--- src/rtl/sd_block_reader.sv ---
// sd_block_reader: CMD17 single-block read sequencer on the SPI engine.
// Checks R1 and the start token, then streams 512 bytes plus the CRC.
module sd_block_reader #(
  parameter int TOKEN_WAIT = 256
) (
  input  logic        clk,
  input  logic        rst,
  input  logic        sd_ready,
  input  logic        card_sdhc,
  input  logic        rd_req,
  input  logic [31:0] rd_addr,
  output logic        rd_busy,
  output logic        rd_done,
  output logic [2:0]  rd_err,
  output logic [7:0]  data_out,
  output logic        data_valid,
  output logic        data_last,
  output logic [15:0] crc_out,
  output logic [47:0] spi_cmd_data,
  output logic        spi_cmd,
  output logic [9:0]  spi_bytes_expected,
  input  logic        spi_busy,
  input  logic        spi_error,
  input  logic [7:0]  spi_response,
  input  logic        spi_avail
);

  typedef enum logic [2:0] {
    IDLE, ISSUE, R1, TOKEN, DATA, CRC, DRAIN, DONE
  } state_t;

  localparam logic [9:0] WAIT_N = 10'(TOKEN_WAIT);

  state_t      state, state_nxt;
  logic [9:0]  cnt, cnt_nxt;
  logic [2:0]  err_nxt;
  logic        busy_nxt, done_nxt;
  logic        valid_nxt, last_nxt;
  logic [7:0]  dout_nxt;
  logic [15:0] crc_nxt;
  logic [47:0] frame_nxt;
  logic [31:0] arg;
  logic        take;
  logic        in_xfer;

  assign spi_bytes_expected = 10'(TOKEN_WAIT + 515);
  assign spi_cmd = (state == ISSUE) && !spi_busy;
  assign arg = card_sdhc ? rd_addr : {rd_addr[22:0], 9'b0};
  assign take = spi_avail && spi_busy && !spi_error;
  assign in_xfer = (state == R1) || (state == TOKEN) ||
                   (state == DATA) || (state == CRC);

  // Next-state and datapath updates; abort conditions override byte handling.
  always_comb begin
    state_nxt = state;
    cnt_nxt   = cnt;
    err_nxt   = rd_err;
    busy_nxt  = rd_busy;
    done_nxt  = 1'b0;
    valid_nxt = 1'b0;
    last_nxt  = 1'b0;
    dout_nxt  = data_out;
    crc_nxt   = crc_out;
    frame_nxt = spi_cmd_data;
    unique case (state)
      IDLE: begin
        if (rd_req) begin
          busy_nxt  = 1'b1;
          cnt_nxt   = '0;
          frame_nxt = {8'h51, arg, 8'hFF};
          if (sd_ready) begin
            err_nxt   = 3'd0;
            state_nxt = ISSUE;
          end else begin
            err_nxt   = 3'd6;
            state_nxt = DONE;
          end
        end
      end
      ISSUE: begin
        if (!spi_busy) state_nxt = R1;
      end
      R1: begin
        if (take) begin
          if (spi_response == 8'h00) begin
            state_nxt = TOKEN;
            cnt_nxt   = '0;
          end else begin
            err_nxt   = 3'd1;
            state_nxt = DRAIN;
          end
        end
      end
      TOKEN: begin
        if (take) begin
          if (spi_response == 8'hFE) begin
            state_nxt = DATA;
            cnt_nxt   = '0;
          end else if (spi_response[7:4] == 4'h0) begin
            err_nxt   = 3'd3;
            state_nxt = DRAIN;
          end else begin
            cnt_nxt = cnt + 10'd1;
            if ((cnt + 10'd1) == WAIT_N) begin
              err_nxt   = 3'd2;
              state_nxt = DRAIN;
            end
          end
        end
      end
      DATA: begin
        if (take) begin
          dout_nxt  = spi_response;
          valid_nxt = 1'b1;
          cnt_nxt   = cnt + 10'd1;
          if (cnt == 10'd511) begin
            last_nxt  = 1'b1;
            cnt_nxt   = '0;
            state_nxt = CRC;
          end
        end
      end
      CRC: begin
        if (take) begin
          cnt_nxt = cnt + 10'd1;
          if (!cnt[0]) begin
            crc_nxt[15:8] = spi_response;
          end else begin
            crc_nxt[7:0] = spi_response;
            state_nxt    = DRAIN;
          end
        end
      end
      DRAIN: begin
        if (spi_error && rd_err == 3'd0) err_nxt = 3'd4;
        if (!spi_busy) state_nxt = DONE;
      end
      DONE: begin
        state_nxt = IDLE;
      end
    endcase
    if (in_xfer) begin
      if (spi_error) begin
        err_nxt   = 3'd4;
        state_nxt = DRAIN;
      end else if (!spi_busy) begin
        err_nxt   = 3'd5;
        state_nxt = DONE;
      end
    end
    if (state != DONE && state_nxt == DONE) begin
      done_nxt = 1'b1;
      busy_nxt = 1'b0;
    end
  end

  // State and output registers with synchronous reset.
  always_ff @(posedge clk) begin
    if (rst) begin
      state        <= IDLE;
      cnt          <= '0;
      rd_err       <= '0;
      rd_busy      <= 1'b0;
      rd_done      <= 1'b0;
      data_valid   <= 1'b0;
      data_last    <= 1'b0;
      data_out     <= '0;
      crc_out      <= '0;
      spi_cmd_data <= 48'hFFFF_FFFF_FFFF;
    end else begin
      state        <= state_nxt;
      cnt          <= cnt_nxt;
      rd_err       <= err_nxt;
      rd_busy      <= busy_nxt;
      rd_done      <= done_nxt;
      data_valid   <= valid_nxt;
      data_last    <= last_nxt;
      data_out     <= dout_nxt;
      crc_out      <= crc_nxt;
      spi_cmd_data <= frame_nxt;
    end
  end

endmodule

--- config.mk ---
export PLATFORM = sky130hd
export DESIGN_NAME = sd_block_reader
export DESIGN_NICKNAME = d
export VERILOG_FILES = /design/src/rtl/sd_block_reader.sv
export SDC_FILE = /design/constraint.sdc
export NUM_CORES = 1
export LEC_CHECK = 0
export BUFFER_PORTS_ARGS = -buffer_cell sky130_fd_sc_hd__buf_2
export CORE_UTILIZATION = 35
export CTS_CLUSTER_DIAMETER = 200
export DETAILED_ROUTE_END_ITERATION = 12
export GPL_ROUTABILITY_DRIVEN = 0
export HOLD_SLACK_MARGIN = 0.02
export PLACE_DENSITY = 0.68
export SLEW_MARGIN = 20
export SYNTH_ARGS = -nofsm -noshare
export SYNTH_HDL_FRONTEND = slang
export SYNTH_SLANG_ARGS = --single-unit
--- constraint.sdc ---
create_clock -name clk -period 2.7 [get_ports clk]
set_input_delay 0.27 -clock clk [delete_from_list [all_inputs] [get_ports clk]]
set_output_delay 0.27 -clock clk [all_outputs]
set_load 0.05 [all_outputs]
==> impl_metrics.sql <==
INSERT INTO impl_metrics (metric_group, metric, value, unit) VALUES
('run_status', 'run_status', 'finished, final reports clean', ''),
('clock_network', 'cts_resized', '0', ''),
('routing', 'drt_first_iter_violations', '350', ''),
('hold_path', 'hold_path_class', 'input port to flop', ''),
('setup_path', 'crit_arrival', '2600', 'ps'),
('routing', 'num_vias', '3811', ''),
('power_and_ir_drop', 'netSwitchingFraction', '44.8', '%'),
('setup_path', 'critical_path_class', 'flop to flop', ''),
('place', 'hpwl', '7.65', 'mm'),
('finish', 'layout.filler_cells', '1084', ''),
('setup_path', 'rrSetupSlack', '330', 'ps'),
('routing', 'detailroute.wirelength.met2', '5.05', 'mm'),
('global_route', 'total_routing_usage_reported_by_global_routing', '18.3', '%'),
('global_route', 'grt_first_pass_wirelength', '16.9', 'mm'),
('setup_path', 'cp_top_family', 'simple AND/OR/NAND/NOR gates', ''),
('timing', 'max_clock_freq', '422', 'MHz'),
('timing', 'setup_viol', '0', ''),
('power_and_ir_drop', 'clkPwrFrac', '25.3', '%'),
('logic_synthesis', 'mapped_avg_cell_area', '8.69', 'µm²'),
('logic_synthesis', 'postSynth.topFlopCell', 'dfxtp_1', ''),
('logic_synthesis', 'asyncSetResetFlopFracSynth', '0', '%'),
('setup_path', 'ff2ff_path_depth', '6', ''),
('power_and_ir_drop', 'switching_power', '2280', 'µW'),
('logic_synthesis', 'synth_enable_flop_cells', '0', ''),
('logic_synthesis', 'post_synth_inst_count', '456', ''),
('setup_path', 'crit_path_max_fanout', '10', ''),
('power_and_ir_drop', 'cell_internal_pwr', '2810', 'µW'),
('finish', 'areaGrowthSynthToFinish', '22.8', '%'),
('setup_path', 'cpPeakStageDelay', '600', 'ps'),
('die', 'dieArea', '11700', 'µm²'),
('setup_path', 'critPathSlowestCell', 'or4_1', ''),
('place', 'post-place-ws', '375', 'ps'),
('routing', 'vias_per_cell', '5.45', ''),
('routing', 'detail_route.wirelength', '10.7', 'mm'),
('die', 'placeableCoreArea', '10900', 'µm²'),
('routing', 'antenna_violating_nets_left', '0', ''),
('clock_network', 'cts_inserted_buffers', '9', ''),
('clock_network', 'clock_sink_count', '77', ''),
('logic_synthesis', 'synth_area_leaders', 'dfxtp_1, mux2i_1, nand2_1', ''),
('place', 'post-place-cells', '683', ''),
('place', 'port_buffers', '116', ''),
('global_route', 'grt_antenna_before_repair', '0', ''),
('routing', 'wl_met3', '823', 'µm'),
('setup_path', 'end_kind', 'flop', ''),
('setup_path', 'rr_startpoint', 'cnt[0]$_SDFFE_PP0P_', ''),
('logic_synthesis', 'synthDominantAreaCellType', 'dfxtp_1', ''),
('die', 'num_rows', '38', ''),
('power_and_ir_drop', 'power.leakage', '0.00216', 'µW'),
('die', 'floorplan.io_pins', '138', ''),
('run', 'maxCapViolCount', '0', ''),
('logic_synthesis', 'post_synth_instance_area', '3960', 'µm²'),
('clock_network', 'clock_tree.root_cell', 'clkbuf_16', ''),
('clock_network', 'cts_tree', 'yes', ''),
('power_and_ir_drop', 'power.combinational.fraction', '44.5', '%'),
('clock_network', 'clkTransAtPathRegs', '60', 'ps'),
('finish', 'multi_input_area', '2160', 'µm²'),
('setup_path', 'crit_buf_inv', '0', ''),
('global_route', 'grt_max_degree', '57', ''),
('hold_path', 'min-delay-start', 'rd_addr[2]', ''),
('power_and_ir_drop', 'share_seq_of_total_power', '30.2', '%'),
('finish', 'mostFrequentLayoutCell', 'buf_2', ''),
('timing', 'hold_violation_total_from_the_final_report', '0', ''),
('global_route', 'number_of_global_route_vias_before_repair', '3407', ''),
('routing', 'post-route-drc-count', '0', ''),
('timing', 'relSlewSlack', '46.7', '%'),
('timing', 'worstMarginPinSlew', '799', 'ps'),
('finish', 'layout-drive-gt1-share', '29.0', '%'),
('setup_path', 'worst-endpoint-required', '2930', 'ps'),
('power_and_ir_drop', 'power.density', '1050', 'nW/µm²'),
('die', 'dieWidth', '108', 'µm'),
('setup_path', 'crit_chain', 'ha_1, nand3_2, or4_1, nand2_1, o311ai_0, and4_1', '');
[tightest hold or removal path, cell delays in order]
cell and delay, ps:
buf_2 90, nand3_1 70, nand3_1 80
[per-stage QoR]
stage               cell area [µm²]  hold WS (ps)
floorplan                      4040           406
global placement               4550           451
detailed placement             4550           455
CTS                            4860           190
global route                   4860           204
finish                         4860           201
[area by class of cell]
| cell class | instances | area share, % |
|---|---|---|
| timing repair buffer | 126 | 13.5 |
| clock buffer | 10 | 4.71 |
| sequential | 77 | 31.7 |
| clock inverter | 6 | 1.80 |
| multi-input combinational | 337 | 44.5 |
| tap | 140 | 3.60 |
| inverter | 3 | 0.231 |
[worst max path at each step]
stage	endpoint	slack, ps	startpoint	depth (start not counted)
2_1_floorplan	rd_done$_SDFF_PP0_	540	state[0]$_SDFF_PP0_	6
3_3_place_gp	rd_done$_SDFF_PP0_	380	cnt[0]$_SDFFE_PP0P_	6
3_5_place_dp	rd_done$_SDFF_PP0_	370	cnt[0]$_SDFFE_PP0P_	6
4_1_cts	rd_done$_SDFF_PP0_	360	cnt[0]$_SDFFE_PP0P_	6
5_1_grt	rd_done$_SDFF_PP0_	250	cnt[0]$_SDFFE_PP0P_	6
6_report	rd_done$_SDFF_PP0_	330	cnt[0]$_SDFFE_PP0P_	6
[registers in the layout, indices dropped and copies added, names as in the netlist]
signal / count
crc_out: 16
cnt: 10
rd_busy: 1
data_valid: 1
data_last: 1
state: 3
rd_err: 3
spi_cmd_data: 33
data_out: 8
rd_done: 1
[power by group through the flow]
stage	Sequential [µW]	Combinational, µW	Clock [µW]
global route	1570	2430	1380
floorplan	2200	1160	0
global placement	1550	2230	0
finish	1540	2260	1290
CTS	1540	2260	1320
detailed placement	1560	2250	0
[synthesized netlist by cell type, types with 8 or more instances]
cell      number
buf_4         26
o211ai_1      23
a31oi_1        8
nand2_1       59
nor2_1        24
clkbuf_1      20
o21ai_0       17
nand3_1       23
dfxtp_1       77
a21oi_1       24
mux2i_1       39
[kinds of logic after synthesis]
family                   Yosys count  synth area share (%)
AND/OR/NAND/NOR                  164                  21.7
AO/OA/AOI/OAI                    112                  20.6
flip-flops                        77                  38.9
buffers and inverters             61                  8.46
multiplexers                      39                  9.85
other                              2                 0.190
adder cells (fa/ha/maj)            1                 0.316
[routing by layer]
metal	vias to the layer above	track usage, %
li1	1810	-
met4	0	6.66
met2	177	30.2
met1	1810	22.7
met5	-	0
met3	14	4.82
No activity file was read; power rests on OpenSTA's default activity.
